<file path="src/rtl/sram_pkg.sv">
// Shared types and constants for the two-phase 16-bit SRAM memory controller.
package sram_pkg;

  typedef enum logic [1:0] {
    IDLE,
    LOW,
    HIGH,
    DONE
  } state_e;

  localparam int DATA_BASE_DEF = 1024;
  localparam int HALF_BIT      = 0;

endpackage

</file>
<file path="src/rtl/sram_mem_ctrl.sv">
// Memory-stage controller: 32-bit load/store as two 16-bit SRAM phases.
// Optional one-entry last-read buffer when SRAM_READ_HIT_EN is defined.
module sram_mem_ctrl
  import sram_pkg::*;
#(
  parameter int SRAM_AW     = 18,
  parameter int WAIT_CYCLES = 2,
  parameter int DATA_BASE   = DATA_BASE_DEF
) (
  input  logic               clk,
  input  logic               rst,
  input  logic               mem_r_en,
  input  logic               mem_w_en,
  input  logic [31:0]        address,
  input  logic [31:0]        write_data,
  output logic [31:0]        read_data,
  output logic               ready,
  output logic [SRAM_AW-1:0] sram_addr,
  output logic [15:0]        sram_dq_out,
  input  logic [15:0]        sram_dq_in,
  output logic               sram_dq_oe,
  output logic               sram_we_n
);

  localparam logic [3:0] LAST = 4'(WAIT_CYCLES - 1);

  state_e state_q, state_d;
  logic [3:0] cnt_q, cnt_d;

  logic               wr_q;
  logic [SRAM_AW-2:0] word_q;
  logic [31:0]        wdata_q;
  logic [31:0]        rdata_q;
  logic [SRAM_AW-1:0] sa_q;
  logic [15:0]        dq_q;

  logic               req;
  logic               last;
  logic               hit;
  logic               start;
  logic [SRAM_AW-2:0] word;

  assign req   = mem_r_en | mem_w_en;
  assign last  = (cnt_q == LAST);
  assign start = (state_q == IDLE) & req & ~hit;
  assign word  = (SRAM_AW-1)'((address - 32'(DATA_BASE)) >> 2);

  always_ff @(posedge clk or negedge rst) begin
    if (!rst) begin
      state_q <= IDLE;
      cnt_q   <= '0;
    end else begin
      state_q <= state_d;
      cnt_q   <= cnt_d;
    end
  end

  always_comb begin
    state_d = state_q;
    cnt_d   = cnt_q;
    unique case (state_q)
      IDLE: begin
        if (req && !hit) begin
          state_d = LOW;
          cnt_d   = '0;
        end
      end
      LOW: begin
        if (last) begin
          state_d = HIGH;
          cnt_d   = '0;
        end else begin
          cnt_d = cnt_q + 4'd1;
        end
      end
      HIGH: begin
        if (last) begin
          state_d = DONE;
          cnt_d   = '0;
        end else begin
          cnt_d = cnt_q + 4'd1;
        end
      end
      DONE: state_d = IDLE;
      default: state_d = IDLE;
    endcase
  end

  always_comb begin
    ready      = (state_q == DONE)
               | ((state_q == IDLE) & (~req | hit));
    sram_dq_oe = wr_q & ((state_q == LOW) | (state_q == HIGH));
    sram_we_n  = ~sram_dq_oe;
  end

  // Request is latched on leaving IDLE; later input changes are ignored.
  always_ff @(posedge clk or negedge rst) begin
    if (!rst) begin
      wr_q    <= 1'b0;
      word_q  <= '0;
      wdata_q <= '0;
      rdata_q <= '0;
      sa_q    <= '0;
      dq_q    <= '0;
    end else begin
      if (start) begin
        wr_q    <= mem_w_en;
        word_q  <= word;
        wdata_q <= write_data;
        sa_q    <= {word, 1'b0};
        dq_q    <= write_data[15:0];
      end
      if (state_q == LOW && last) begin
        sa_q <= {word_q, 1'b0} | (SRAM_AW'(1) << HALF_BIT);
        dq_q <= wdata_q[31:16];
        if (!wr_q) rdata_q[15:0] <= sram_dq_in;
      end
      if (state_q == HIGH && last && !wr_q) begin
        rdata_q[31:16] <= sram_dq_in;
      end
    end
  end

  assign sram_addr   = sa_q;
  assign sram_dq_out = dq_q;

`ifdef SRAM_READ_HIT_EN
  logic [SRAM_AW-2:0] tag_q;
  logic               hv_q;
  logic [31:0]        hdata_q;

  assign hit = (state_q == IDLE) & mem_r_en & ~mem_w_en
             & hv_q & (tag_q == word);

  always_ff @(posedge clk or negedge rst) begin
    if (!rst) begin
      tag_q   <= '0;
      hv_q    <= 1'b0;
      hdata_q <= '0;
    end else begin
      if (state_q == IDLE && mem_w_en) hv_q <= 1'b0;
      if (state_q == HIGH && last && !wr_q) begin
        hv_q    <= 1'b1;
        tag_q   <= word_q;
        hdata_q <= {sram_dq_in, rdata_q[15:0]};
      end
    end
  end

  assign read_data = hit ? hdata_q : rdata_q;
`else
  assign hit       = 1'b0;
  assign read_data = rdata_q;
`endif

endmodule

</file>
<file path="config.mk">
export PLATFORM = sky130hd
export DESIGN_NAME = sram_mem_ctrl
export DESIGN_NICKNAME = d
export VERILOG_FILES = /design/src/rtl/sram_pkg.sv /design/src/rtl/sram_mem_ctrl.sv
export SDC_FILE = /design/constraint.sdc
export NUM_CORES = 1
export LEC_CHECK = 0
export CORE_MARGIN = 4
export CORE_UTILIZATION = 41
export CTS_CLUSTER_DIAMETER = 60
export DETAILED_ROUTE_END_ITERATION = 10
export HOLD_SLACK_MARGIN = 0.15
export PLACE_DENSITY = 0.76
export SLEW_MARGIN = 20
export SYNTH_ARGS = -nofsm -noshare
export SYNTH_HDL_FRONTEND = slang
export SYNTH_SLANG_ARGS = --single-unit
</file>
<file path="constraint.sdc">
create_clock -name clk -period 1.9 [get_ports clk]
set_input_delay 0.38 -clock clk [delete_from_list [all_inputs] [get_ports clk]]
set_output_delay 0.38 -clock clk [all_outputs]
set_load 0.01 [all_outputs]
</file>
# --- After elaboration in Yosys (flattened, before gate mapping) ---
# Index checks and enable logic that the tools add are counted.
classes:
  bitwise_logic: 9
  mul: 0
  addsub: 2
  n_lt_le_gt_ge: 0
  muxes: 11
  n_shift: 0
  n_reduce_logical: 11
  eq_ne: 7
  div: 0
ops:
  columns: ["op", "count"]
  rows:
  - ["18-bit 2-to-1 mux", 2]
  - ["16-bit 2-to-1 mux", 2]
  - ["19-bit by 11-bit subtractor with 19-bit output, second input constant", 1]
  - ["4-bit 2-to-1 mux", 2]
  - ["2-bit one-hot mux with 4 select lines", 1]
  - ["4-bit one-hot mux with 2 select lines", 1]
  - ["2-bit 2-to-1 mux", 3]
  - ["2-bit inequality test, second input constant", 3]
  - ["4-bit by 1-bit adder with 4-bit output, second input constant", 1]
  - ["2-bit equality test, second input constant", 2]
  - ["4-bit by 1-bit equality test with 1-bit output, second input constant", 1]
  - ["2-bit AND reduction", 2]
  - ["2-bit nonzero test", 2]
  - ["1-bit AND", 3]
  - ["1-bit logical AND", 3]
  - ["1-bit inverter", 3]
  - ["1-bit bitwise OR", 3]
  - ["3-bit AND reduction", 1]
  - ["2-bit by 1-bit equality test with 1-bit output, second input constant", 1]
  - ["2-bit zero test", 1]
  - ["2-bit OR reduction", 1]
  - ["1-bit zero test", 1]
totals:
  input_bits: 84
  ramBits: 0
  regBits: 122
  out_inout_bits: 69
  latch_bits: 0
  elab_cells: 49
  rom_bits: 0
  memories: 0

# --- Longest topological paths before layout ---
logic_depth:
  word_depth: 4
  mapped_depth: 8
  mapped_depth_nobuf: 6

# --- Worst setup path before layout ---
# No wires, ideal clock.
synth_path:
  kind: "reg2reg"
  from: "register cnt_q[1]"
  to: "register rdata_q[0] (netlist: read_data[0])"
  setup_ns: 0.125
  path_slack_ns: 0.033
  path_stages_with_launch: 8
  t_required_ns: 1.775
  arrival_ns: 1.742
  synth_period_minus_slack_ns: 1.867
  n_path_buf: 1
  path_cell_list: "dfrtp_1 > inv_1 > ha_1 > nor3b_2 > nand2_1 > nor2_2 > buf_2 > mux2_2"
synth_via:
  elab_chain_len: 3
synth_lines:
  columns: ["item", "line", "text"]
  rows:
  - ["from (decl)", "sram_mem_ctrl.sv:28", "logic [3:0] cnt_q, cnt_d;"]
  - ["from (signal assigned)", "sram_mem_ctrl.sv:54", "cnt_q <= cnt_d;"]
  - ["4-bit by 1-bit equality test with 1-bit output", "sram_mem_ctrl.sv:44", "assign last = (cnt_q == LAST);"]
  - ["1-bit logical AND", "sram_mem_ctrl.sv:113", "if (state_q == LOW && last) begin"]
  - ["2-bit AND reduction (no line)", null, null]
  - ["to (signal assigned)", "sram_mem_ctrl.sv:116", "if (!wr_q) rdata_q[15:0] <= sram_dq_in;"]
  - ["to (decl)", "sram_mem_ctrl.sv:33", "logic [31:0] rdata_q;"]
# No other way between the ends.
# A chain may end at the register's enable or synchronous reset.

# --- Worst setup path in the final report ---
layout_path:
  from: "register state_q[1]"
  to: "output ready"
layout_via:
  elab_chain_len: 3
  word_cells_on_any_way: 4
  cone_classes: "1 x eq/ne; 2 x bitwise; 1 x reduce/logical"
layout_lines:
  columns: ["item", "line", "text"]
  rows:
  - ["from (decl)", "sram_mem_ctrl.sv:27", "state_e state_q, state_d;"]
  - ["from (signal assigned)", "sram_mem_ctrl.sv:53", "state_q <= state_d;"]
  - ["2-bit zero test", "sram_mem_ctrl.sv:91", "| ((state_q == IDLE) & (~req | hit));"]
  - ["1-bit AND", "sram_mem_ctrl.sv:91", null]
  - ["1-bit bitwise OR *", "sram_mem_ctrl.sv:91", null]
  - ["to (decl)", "sram_mem_ctrl.sv:17", "output logic ready,"]
# Mark *: on every way between the ends. The rest lies on a longest branch, timed or not.

==> impl_metrics.env <==
export IMPL_fmax_ghz=0.519
export IMPL_hold_slack_ps=487
export IMPL_numCtsBuffers=9
export IMPL_wirelength_um=10700
export IMPL_dp_cells=724
export IMPL_vias=3658
export IMPL_synth_cells=440
export IMPL_slew_violations=0
export IMPL_grt_pass1_vias=3789
export IMPL_synth_nets=532
export IMPL_drive_above_1_share=0.173
export IMPL_reg2reg_to="read_data[14]"
export IMPL_crit_path_cell_trace="inv_2 > ha_4 > or3b_4 > nand2b_1 > buf_2"
export IMPL_syn_area_per_cell_um2=10.1
export IMPL_dr_pass1_iters=5
export IMPL_final_cells=743
export IMPL_required_ps=1520
export IMPL_crit_type="reg -> out"
export IMPL_ys_warn_count=0
export IMPL_pre_cts_ws_ps=-471
export IMPL_antenna_found_initial=0
export IMPL_min_delay_start="wdata_q[24]"
export IMPL_gp_congestion=0.874
export IMPL_fin_ws_ps=-26.2
export IMPL_cp_startpoint="state_q[1]"
export IMPL_finalHoldViolCount=0
export IMPL_cts_max_level=3
export IMPL_violations="setup timing"
export IMPL_crit_slowest_cell="dfrtp_1"
export IMPL_slew_headroom=0.647
export IMPL_leakagePower_nw=2.95
export IMPL_viasPerCell=4.92
export IMPL_rsz0062_at_grt="true"
export IMPL_reg2regPathDepth=7
export IMPL_synth_seq_area_share=0.596
export IMPL_postRouteAntennaNets=0
export IMPL_clockBufferDepth=2
export IMPL_status="finished, violations left"
export IMPL_io_pins=153
export IMPL_die_y_um=112
export IMPL_synth_seq_cells=106
export IMPL_grt_max_degree=41
export IMPL_dpl_cell_area_um2=6230
export IMPL_finalPower_mw=10.3
export IMPL_fin_area_um2=6460
export IMPL_start_kind="register"
export IMPL_hold_class="reg -> reg"
export IMPL_cts_clk_slew_worst_paths_ps=110
export IMPL_synth_cell_area_um2=4450
export IMPL_powerDensity_nw_per_um2=1590
export IMPL_tns_ps=-27.9
export IMPL_rows=37
export IMPL_end_kind="output pin"
export IMPL_drcViolationCount=0
export IMPL_r2r_start="cnt_q[1]"
export IMPL_start_util=0.425
export IMPL_vdd_ir_drop_worst_uv=977
export IMPL_drv_cap=0
export IMPL_ys_types=40
export IMPL_cp_arrival_ps=1550
export IMPL_cts_tree="done"
export IMPL_setup_viol=2
export IMPL_hpwl_um=7930
export IMPL_fin_crit_sh=1.01
export IMPL_cts_root_buffer="clkbuf_8"
export IMPL_synthToLayoutAreaGrowth_pct=45.1
export IMPL_worst_slew_pin_slew_ps=524
export IMPL_antenna_cells=0
export IMPL_clock_latency_ps=360
export IMPL_rrSetupSlack_ps=140
export IMPL_finClkSkew_ps=17.8
export IMPL_drtIter0Drc=153
export IMPL_die_area_um2=12600
export IMPL_fin_nets=694
export IMPL_fin_crit_ps=1930
export IMPL_routedWlPerCell_um=14.4
export IMPL_core_area_um2=10500
export IMPL_clock_sinks=106
export IMPL_grt_pass1_wl_um=18400
export IMPL_whs_path_depth=2
export IMPL_die_w_um=112
export IMPL_io_buffers=137
export IMPL_grt_use_total=0.176
export IMPL_crit_fanout=2
export IMPL_overflow=0
export IMPL_min_to="wdata_q[24]"
export IMPL_critPathMaxStageDelay_ps=400
export IMPL_final_util=0.618
export IMPL_fillCellCount=818
-- power by group --
group | switching (mW) | internal (mW)
combinational | 2.25 | 2.70
sequential | 0.639 | 3.39
clock | 0.812 | 0.500
-- timing repair --
action / 4_1_cts / 5_1_grt
resized for setup: 23 / 2
hold buffers: 1 / 0
endpoints found under the setup margin: 5 / 12
setup buffers: 1 / 1
pin swaps: 3 / 0
hold endpoints to repair: 32 / 0
-- sequential cells by signal (all words and copies together) (netlist names) --
signal	count
state_q	2
word_q	17
wdata_q	16
sram_dq_out	16
sram_addr	18
cnt_q	4
wr_q	1
read_data	32
-- area by class of cell --
class	count	area, um2	area share
inverter	6	22.5	0.00349
tap	136	170	0.0263
sequential	106	2650	0.411
multi-input combinational	307	1750	0.271
clock inverter	7	61.3	0.00949
timing repair buffer	172	1680	0.259
clock buffer	9	124	0.0192
-- how the worst max path moves through the flow --
| stage | endpoint | slack [ps] | depth (start not counted) |
|---|---|---|---|
| 6_report | ready | -30 | 5 |
| 5_1_grt | ready | -90 | 5 |
| 4_1_cts | ready | -40 | 5 |
| 3_5_place_dp | sram_addr[17] | -470 | 7 |
| 3_3_place_gp | sram_addr[17] | -420 | 7 |
| 2_1_floorplan | read_data[0] | 30 | 7 |
-- worst max-delay path: cells and delay by family (launching register included) --
kind | cells | cell delay, ps
adder cells (fa/ha/maj) | 1 | 130
AND/OR/NAND/NOR | 2 | 440
flip-flops | 1 | 400
buffers and inverters | 2 | 210
-- logic make-up after synthesis --
group	share of synthesized area
buffers and inverters	0.0233
muxes	0.0835
xor gates and xnor gates	0.00394
adders and majority gates	0.0225
and+or+nand+nor	0.189
DFF	0.596
AOI/OAI and AO/OA	0.0821
-- layer usage --
metal | share of wire | GRT usage | routed length, um | vias up
met1 | 0.44 | 0.239 | 4750 | 1737
met5 | 0 | 0 | 0 | -
li1 | - | - | - | 1778
met2 | 0.48 | 0.292 | 5170 | 134
met3 | 0.063 | 0.0334 | 670 | 9
met4 | 0.0087 | 0.0433 | 93 | 0
-- cell usage in the layout (no fill, tap or decap), drive strengths merged, types with 4 or more instances in the layout --
master,n
a21oi,4
a31oi,24
buf,37
clkbuf,10
clkdlybuf4s50,129
clkinvlp,4
dfrtp,106
dlygate4sd2,4
ha,8
inv,9
mux2,33
nand2,135
nor2,47
o21ai,22
-- synthesized netlist by cell type --
master / number / share of area
nor2_2: 1 / 0.0014
o31a_1: 1 / 0.0020
or3_1: 1 / 0.0014
o21ai_2: 1 / 0.0020
buf_2: 2 / 0.0022
o31ai_1: 2 / 0.0034
buf_1: 1 / 0.00084
and3_1: 2 / 0.0028
nor2b_1: 1 / 0.0014
nand2_1: 135 / 0.11
o211a_1: 1 / 0.0022
or4b_4: 1 / 0.0031
mux2_2: 33 / 0.083
nor3_1: 3 / 0.0034
xor2_1: 2 / 0.0039
a31oi_1: 24 / 0.034
nor4_1: 1 / 0.0014
o21ai_1: 1 / 0.0011
o21a_1: 1 / 0.0017
clkbuf_1: 18 / 0.015
a22o_1: 1 / 0.0020
nor4b_1: 1 / 0.0020
a21o_1: 3 / 0.0051
nor3b_1: 1 / 0.0017
inv_1: 6 / 0.0051
nor3b_2: 1 / 0.0028
a21oi_1: 4 / 0.0045
nand3_1: 2 / 0.0022
ha_1: 8 / 0.022
or3_2: 1 / 0.0017
and2_1: 1 / 0.0014
dfrtp_1: 106 / 0.60
a2111oi_0: 1 / 0.0020
nor2_1: 46 / 0.039
nand2b_1: 1 / 0.0014
nand3b_1: 1 / 0.0017
or2_2: 2 / 0.0028
or4_1: 1 / 0.0017
or3b_2: 1 / 0.0020
o21ai_0: 20 / 0.022
(Power assumes the default switching activity.)
